**src/rtl/ps2_pkg.sv**
```systemverilog
// Shared PS/2 definitions: FSM states, frame size, parity.
// Used by both the host transmitter and the keyboard deserializer.
package ps2_pkg;

  typedef enum logic [2:0] {
    ST_IDLE,
    ST_INHIBIT,
    ST_SEND,
    ST_ACK,
    ST_RELEASE
  } ps2_state_t;

  // data + parity + stop
  localparam int FRAME_BITS = 10;

  function automatic logic odd_parity(input logic [7:0] d);
    return ~^d;
  endfunction

endpackage

```
**src/rtl/ps2_line_sync.sv**
```systemverilog
// Two-flop synchroniser for one PS/2 line plus falling-edge flag.
// Lines idle high, so the flops reset to 1 to avoid a false edge.
module ps2_line_sync (
  input  logic clock,
  input  logic reset,
  input  logic line,
  output logic level,
  output logic fall
);

  logic meta;
  logic sync;
  logic prev;

  // synchronise and keep one cycle of history
  always_ff @(posedge clock) begin
    if (reset) begin
      meta <= 1'b1;
      sync <= 1'b1;
      prev <= 1'b1;
    end else begin
      meta <= line;
      sync <= meta;
      prev <= sync;
    end
  end

  assign level = sync;
  assign fall  = ~sync & prev;

endmodule

```
**src/rtl/ps2_host_tx.sv**
```systemverilog
// PS/2 host-to-device command transmitter.
// Inhibit, request-to-send, device-clocked bits, ACK check.
module ps2_host_tx
  import ps2_pkg::*;
#(
  parameter int INHIBIT_CYCLES = 5000,
  parameter int TIMEOUT_CYCLES = 750000
) (
  input  logic       clock,
  input  logic       reset,
  input  logic       START,
  input  logic [7:0] DATA,
  input  logic       PS2_CLK_IN,
  input  logic       PS2_DATA_IN,
  output logic       PS2_CLK_OE,
  output logic       PS2_DATA_OE,
  output logic       BUSY,
  output logic       DONE,
  output logic       ERROR
);

  localparam int MAX_CYC =
    (INHIBIT_CYCLES > TIMEOUT_CYCLES) ?
    INHIBIT_CYCLES : TIMEOUT_CYCLES;
  localparam int CW = $clog2(MAX_CYC + 1);
  localparam logic [CW-1:0] INH_LAST =
    CW'(INHIBIT_CYCLES - 1);
  localparam logic [CW-1:0] INH_END =
    CW'(INHIBIT_CYCLES);
  localparam logic [CW-1:0] TO_LAST =
    CW'(TIMEOUT_CYCLES - 1);
  localparam logic [3:0] LAST_IDX =
    4'(FRAME_BITS - 1);

  ps2_state_t state, state_n;
  logic [CW-1:0] cnt, cnt_n;
  logic [3:0] bit_idx, idx_n;
  logic [8:0] shreg, sh_n;
  logic ok, ok_n;
  logic clk_oe_n, data_oe_n;
  logic busy_n, done_n, error_n;

  logic clk_level, clk_fall;
  logic data_level, data_fall_unused;
  logic watch, expire, lines_idle;
  logic [9:0] frame;
  logic frame_bit;

  ps2_line_sync u_clk_sync (
    .clock (clock),
    .reset (reset),
    .line  (PS2_CLK_IN),
    .level (clk_level),
    .fall  (clk_fall)
  );

  ps2_line_sync u_data_sync (
    .clock (clock),
    .reset (reset),
    .line  (PS2_DATA_IN),
    .level (data_level),
    .fall  (data_fall_unused)
  );

  assign watch = (state == ST_SEND) |
                 (state == ST_ACK) |
                 (state == ST_RELEASE);
  assign expire = watch & ~clk_fall &
                  (cnt == TO_LAST);
  assign lines_idle = clk_level & data_level;
  assign frame = {1'b1, shreg};
  assign frame_bit = frame[bit_idx];

  // state and datapath registers; outputs come from flops
  always_ff @(posedge clock) begin
    if (reset) begin
      state       <= ST_IDLE;
      cnt         <= '0;
      bit_idx     <= '0;
      shreg       <= '0;
      ok          <= 1'b0;
      PS2_CLK_OE  <= 1'b0;
      PS2_DATA_OE <= 1'b0;
      BUSY        <= 1'b0;
      DONE        <= 1'b0;
      ERROR       <= 1'b0;
    end else begin
      state       <= state_n;
      cnt         <= cnt_n;
      bit_idx     <= idx_n;
      shreg       <= sh_n;
      ok          <= ok_n;
      PS2_CLK_OE  <= clk_oe_n;
      PS2_DATA_OE <= data_oe_n;
      BUSY        <= busy_n;
      DONE        <= done_n;
      ERROR       <= error_n;
    end
  end

  // next-state selection
  always_comb begin
    state_n = state;
    unique case (state)
      ST_IDLE:
        if (START) state_n = ST_INHIBIT;
      ST_INHIBIT:
        if (cnt == INH_END) state_n = ST_SEND;
      ST_SEND:
        if (clk_fall && bit_idx == LAST_IDX)
          state_n = ST_ACK;
        else if (expire)
          state_n = ST_IDLE;
      ST_ACK:
        if (clk_fall) state_n = ST_RELEASE;
        else if (expire) state_n = ST_IDLE;
      ST_RELEASE:
        if (lines_idle || expire)
          state_n = ST_IDLE;
      default:
        state_n = ST_IDLE;
    endcase
  end

  // datapath and output next values
  always_comb begin
    cnt_n     = cnt;
    idx_n     = bit_idx;
    sh_n      = shreg;
    ok_n      = ok;
    clk_oe_n  = PS2_CLK_OE;
    data_oe_n = PS2_DATA_OE;
    busy_n    = BUSY;
    done_n    = 1'b0;
    error_n   = 1'b0;
    unique case (state)
      ST_IDLE: begin
        if (START) begin
          sh_n      = {odd_parity(DATA), DATA};
          busy_n    = 1'b1;
          clk_oe_n  = 1'b1;
          data_oe_n = 1'b0;
          cnt_n     = '0;
        end
      end
      ST_INHIBIT: begin
        cnt_n = cnt + CW'(1);
        if (cnt == INH_LAST) data_oe_n = 1'b1;
        if (cnt == INH_END) begin
          clk_oe_n = 1'b0;
          cnt_n    = '0;
          idx_n    = '0;
        end
      end
      ST_SEND, ST_ACK: begin
        if (clk_fall) begin
          cnt_n = '0;
          if (state == ST_SEND) begin
            data_oe_n = ~frame_bit;
            idx_n     = bit_idx + 4'd1;
          end else begin
            ok_n = ~data_level;
          end
        end else if (expire) begin
          clk_oe_n  = 1'b0;
          data_oe_n = 1'b0;
          busy_n    = 1'b0;
          error_n   = 1'b1;
          cnt_n     = '0;
        end else begin
          cnt_n = cnt + CW'(1);
        end
      end
      ST_RELEASE: begin
        if (lines_idle) begin
          done_n  = ok;
          error_n = ~ok;
          busy_n  = 1'b0;
          cnt_n   = '0;
        end else if (clk_fall) begin
          cnt_n = '0;
        end else if (expire) begin
          clk_oe_n  = 1'b0;
          data_oe_n = 1'b0;
          busy_n    = 1'b0;
          error_n   = 1'b1;
          cnt_n     = '0;
        end else begin
          cnt_n = cnt + CW'(1);
        end
      end
      default: ;
    endcase
  end

endmodule

```
**config.mk**
```make
export PLATFORM = sky130hd
export DESIGN_NAME = ps2_host_tx
export DESIGN_NICKNAME = d
export VERILOG_FILES = /design/src/rtl/ps2_pkg.sv /design/src/rtl/ps2_line_sync.sv /design/src/rtl/ps2_host_tx.sv
export SDC_FILE = /design/constraint.sdc
export NUM_CORES = 1
export LEC_CHECK = 0
export CORE_ASPECT_RATIO = 1.2
export CORE_MARGIN = 2
export CORE_UTILIZATION = 50
export DETAILED_ROUTE_END_ITERATION = 16
export PLACE_DENSITY_LB_ADDON = 0.05
export SLEW_MARGIN = 20
export SYNTH_ARGS = -nofsm -noshare
export SYNTH_HDL_FRONTEND = slang
export SYNTH_SLANG_ARGS = --single-unit
export TNS_END_PERCENT = 20
```
**constraint.sdc**
```tcl
create_clock -name clock -period 2.9 [get_ports clock]
set_input_delay 0.29 -clock clock [delete_from_list [all_inputs] [get_ports clock]]
set_output_delay 0.29 -clock clock [all_outputs]
set_load 0.1 [all_outputs]
```
Yosys cells after proc, flatten, opt, wreduce, memory -nomap -nowiden
Index checks and enable logic that the tools add are counted.

Mux-type cells: 41. Reduce and logical (&&, ||, !) cells: 17. $lt $le $gt $ge: 1. Equal/unequal tests: 17. $add $sub $neg: 2. Bitwise operators: 14.

Operators by type and width (count): 20-bit 2-to-1 mux (5); 20-bit one-hot mux with 4 select lines (1); 20-bit by 13-bit == test with 1-bit output, second input constant (2); 20-bit by 1-bit adder with 20-bit output, second input constant (1); 20-bit == test, second input constant (1); 1-bit 2-to-1 mux (19); 3-bit 2-to-1 mux (6); 3-bit one-hot mux with 5 select lines (1); 2-bit inequality test, second input constant (7); 4-bit 2-to-1 mux (3); 1-bit NOT (8); 1-bit one-hot mux with 4 select lines (2); 4-bit one-hot mux with 2 select lines (1); 4-bit AND reduction (2); 8-bit XNOR reduction (1); 3-bit by 2-bit == test with 1-bit output, second input constant (2); 2-bit AND reduction (3); 3-bit AND reduction (2); 6-bit AND reduction (1); 4-bit by 5-bit less-than comparator with 1-bit output, second input constant (1); 4-bit by 1-bit adder with 4-bit output, second input constant (1); 1-bit bitwise AND (4); 1-bit binary-select mux with 4-bit select (1); 4-bit == test, second input constant (1); 15 further kinds (16).

Bits of input ports: 13. Output and inout bits: 5. Bits in registers: 47. Word-level logic and storage cells: 107.

Logic depth before layout (Yosys ltp)
Depth after elaboration: 9. Mapped depth: 9. Mapped depth without buffers: 7.

By module
From an unflattened synthesis, not the netlist that was laid out.

Cells, all modules: 300. Area, all modules: 2521.2 um^2.

By module, submodules not included: ps2_host_tx (instances 1, area an instance 2351.0 um^2, cells an instance 286, seq. area each 840.8 um^2); ps2_line_sync (instances 2, area an instance 85.1 um^2, cells an instance 7, seq. area each 60.1 um^2).

Worst setup path before layout
OpenSTA, ideal clock, no wires.

Path type: register -> register. Start point: register cnt[4]. End point: register cnt[17]. Path buffers: 3. Setup time: 0.115 ns. Arrival time: 1.794 ns. Data required time: 2.785 ns. Cell stages (with the launch flop): 10. Path slack: 0.992 ns. Period minus slack after synthesis: 1.908 ns. Cells stage by stage: dfxtp_1 -> buf_6 -> nor3_4 -> nand4_4 -> or4_1 -> buf_4 -> nand2_4 -> a21o_4 -> buf_12 -> nor2_1.

Cells in the longest elaborated chain, start to end: 6. Elaborated cells between the ends (all ways): 9. Those cells by class: add/sub (1); eq/ne (2); mux (5); bitwise (1).

RTL lines: start: declaration (RTL line ps2_host_tx.sv:36) `logic [CW-1:0] cnt, cnt_n;`; start signal: assignment (RTL line ps2_host_tx.sv:89) `cnt <= cnt_n;`; branches (longest 5 deep; another with 20-bit by 1-bit adder with 20-bit output); 20-bit one-hot mux with 4 select lines (*) (RTL line ps2_host_tx.sv:136) `unique case (state)`.

Every way passes the cells marked *. A chain may end at the register's enable or synchronous reset.

Worst setup path in the final report
Start point: register cnt[0]. End point: register cnt[1].

The elaborated chain is that of the path after synthesis.

==> flow_summary.ini <==
[yosys]
netlist_area_um2 = 2490
syn_inst = 293
ys_ff_latch = 47
synth.distinct_cells = 55
syn_avg_cell_area_um2 = 8.50
ys_warn_count = 0
syn_nets = 310
yosys_most_used_dff = dfxtp_1
async_flop_share = 0
seq_area_frac_synth = 0.378
synth-edff-count = 0

[floorplanning]
rows = 28
die_w_um = 68.4
io-pin-count = 18
die_area_um2 = 5560
die_h_um = 81.3
start_util = 0.511
coreArea_um2 = 4870

[sta]
fin_crit_ns = 2.19
hold_viol_final = 0
max_slew.worst_pin.slew_ns = 0.562
finClkSkew_ns = 0.00700
rsz0062_at_grt = false
setup_tns_ns = 0
fmax_mhz = 457
setup_viol = 0
slew-limit-headroom = 0.624
period_share = 0.754
maxSlewViolCount = 0

[run_status]
status = complete, no violations

[routing]
vias = 2081
avgRoutedWirePerCell_um = 14.2
drt_wl_total_um = 5200
drc = 0
first_pass_iters = 4
drtAntennaViolNets = 0
drt_iter0_drc = 163
avgViaCountPerCell = 5.69

[final_layout]
drive_gt1_frac = 0.118
seqCellArea_um2 = 941
nets = 322
fillers = 461
multi_input_area_um2 = 1440
n_antenna_cell = 0
fin_util = 0.563
syn_to_final_growth_pct = 10.1
final_cell_mix = 47 x dfxtp_1, 36 x nand2_1, 23 x nor2_1
mostFrequentLayoutCell = dfxtp_1

[hold_path]
hold_end = u_data_sync.level$_SDFF_PP1_
min_from = u_data_sync.meta$_SDFF_PP1_
hold_depth = 1
hp-class = flop to flop

[worst_setup_path]
crit_type = flop to flop
cp-end-kind = flop
r2r_cells = 6
r2r-start = cnt[0]$_SDFFE_PP0P_
start_kind = flop
reg2reg_slack_ns = 0.71
required_ns = 3.08
r2r_end = cnt[1]$_SDFFE_PP0P_
cp.arrival_ns = 2.36
cp_max_fo = 9

[clocking]
cts_buffers = 5
cts_resized = 0
cts_setup_buffers = 0
cts_sinks = 47
cts_tree = built
cts_max_path_buffers = 2
htree_levels = 2
post_cts_hold_buffer_count = 0
clk_latency_ns = 0.30
path_clk_slew_ns = 0.09
clock-root-buffer = clkbuf_8

[placed_design]
dp_hpwl_um = 3780
port_buffers = 17
gp_congestion = 0.838

[pwr]
power.total_uw = 1510
power.density_nw_per_um2 = 551
p_leak_uw = 0.000883
vdd_ir_drop_max_uv = 267

[grt]
grt_usage = 0.200
grt_first_pass_wirelength_um = 8400
first_global_vias = 1768
antenna_found_initial = 0
grt-ovfl-total = 0
grt_max_degree = 37

[run]
maxCapViolations = 0
==> logic make-up (layout without fill, tap and decap cells) <==
logic type | after synthesis | count (layout) | synth area share
and+or+nand+nor | 147 | 147 | 0.321
xor gates and xnor gates | 24 | 24 | 0.0844
muxes | 3 | 3 | 0.0176
adders and majority gates | 4 | 4 | 0.0201
buffers and inverters | 22 | 35 | 0.0447
DFF | 47 | 47 | 0.378
AOI/OAI and AO/OA | 46 | 46 | 0.134
==> where the power goes <==
| group | total, uW | switching, uW | leakage [uW] | internal [uW] |
|---|---|---|---|---|
| logic | 386 | 244 | 0.000460 | 142 |
| registers | 737 | 50.3 | 0.000382 | 687 |
| clock network | 388 | 220 | 0.0000412 | 169 |
| total | 1510 | 514 | 0.000883 | 998 |
==> cells in the mapped netlist (2+ instances only) <==
library cell  number  area share
clkbuf_1          10       0.015
nand3_1           11       0.022
nor3_1            13       0.026
or3_1              2      0.0050
inv_1              8       0.012
nand3b_1           6       0.018
a211oi_1           3      0.0090
nor4_1             5       0.013
a311oi_1           3       0.011
and3_1             3      0.0075
dfxtp_1           47        0.38
nor2b_1            5       0.013
o21a_1             2      0.0060
a22oi_1            2      0.0060
and2_1             2      0.0050
a21oi_1           14       0.028
nand2b_1           6       0.015
nor4b_1            2      0.0070
a31o_2             2      0.0070
xnor2_1           14       0.049
xor2_1            10       0.035
a31oi_1            3      0.0075
nor2_1            23       0.035
or2_2              6       0.015
nand4_1           14       0.035
nor2_2             4       0.010
nand2_1           36       0.054
ha_1               4       0.020
o21ai_0            4      0.0080
o31ai_1            3      0.0090
nand4b_1           2      0.0070
==> area by class of cell <==
class                   instances  area share
multi-input cells             224       0.524
well taps                      60      0.0274
repair buffers                 19      0.0630
clock buffers                   6      0.0265
flip-flops and latches         47       0.343
inverters                       8      0.0110
clock inverters                 2     0.00456
==> stage by stage <==
| step | instance area (um2) | setup WS [ns] | cells | hold slack [ns] |
|---|---|---|---|---|
| CTS | 2740 | 0.698 | 366 | 0.417 |
| floorplan | 2490 | 0.992 | 293 | 0.389 |
| finish | 2740 | 0.713 | 366 | 0.415 |
| global placement | 2660 | 0.688 | 358 | 0.392 |
| global route | 2740 | 0.551 | 366 | 0.450 |
| detailed placement | 2660 | 0.713 | 358 | 0.395 |
==> worst max-delay path by stage <==
stage | from | end | slack, ns | cells after the start
floorplan | cnt[4]$_SDFFE_PP0P_ | cnt[17]$_SDFFE_PP0P_ | 0.99 | 9
global placement | START | cnt[10]$_SDFFE_PP0P_ | 0.69 | 7
detailed placement | cnt[0]$_SDFFE_PP0P_ | cnt[9]$_SDFFE_PP0P_ | 0.71 | 6
CTS | cnt[0]$_SDFFE_PP0P_ | cnt[9]$_SDFFE_PP0P_ | 0.70 | 6
global route | cnt[0]$_SDFFE_PP0P_ | cnt[9]$_SDFFE_PP0P_ | 0.55 | 6
finish | cnt[0]$_SDFFE_PP0P_ | cnt[1]$_SDFFE_PP0P_ | 0.71 | 6
==> state kept, by name, summed over array words and instances, names as in the netlist <==
signal	flops
BUSY	1
DONE	1
ERROR	1
PS2_CLK_OE	1
PS2_DATA_OE	1
bit_idx	4
cnt	20
ok	1
shreg	9
state	3
u_clk_sync.level	1
u_clk_sync.meta	1
u_clk_sync.prev	1
u_data_sync.level	1
u_data_sync.meta	1
==> per-layer routing <==
metal | vias up | GRT usage | part of all wire
met5 | - | 0 | 0
li1 | 1059 | - | -
met3 | 7 | 0.0443 | 0.032
met2 | 45 | 0.329 | 0.50
met1 | 970 | 0.254 | 0.45
met4 | 0 | 0.0720 | 0.014
==> worst max-delay path, stage by stage, from the launching register on <==
cell and delay [ns]:
dfxtp_1 0.43, ha_1 0.23, nand3_1 0.18, or4_1 0.77
o2bb2ai_4 0.23, a22oi_1 0.16, nor2_1 0.06
No activity file was read; power rests on OpenSTA's default activity.
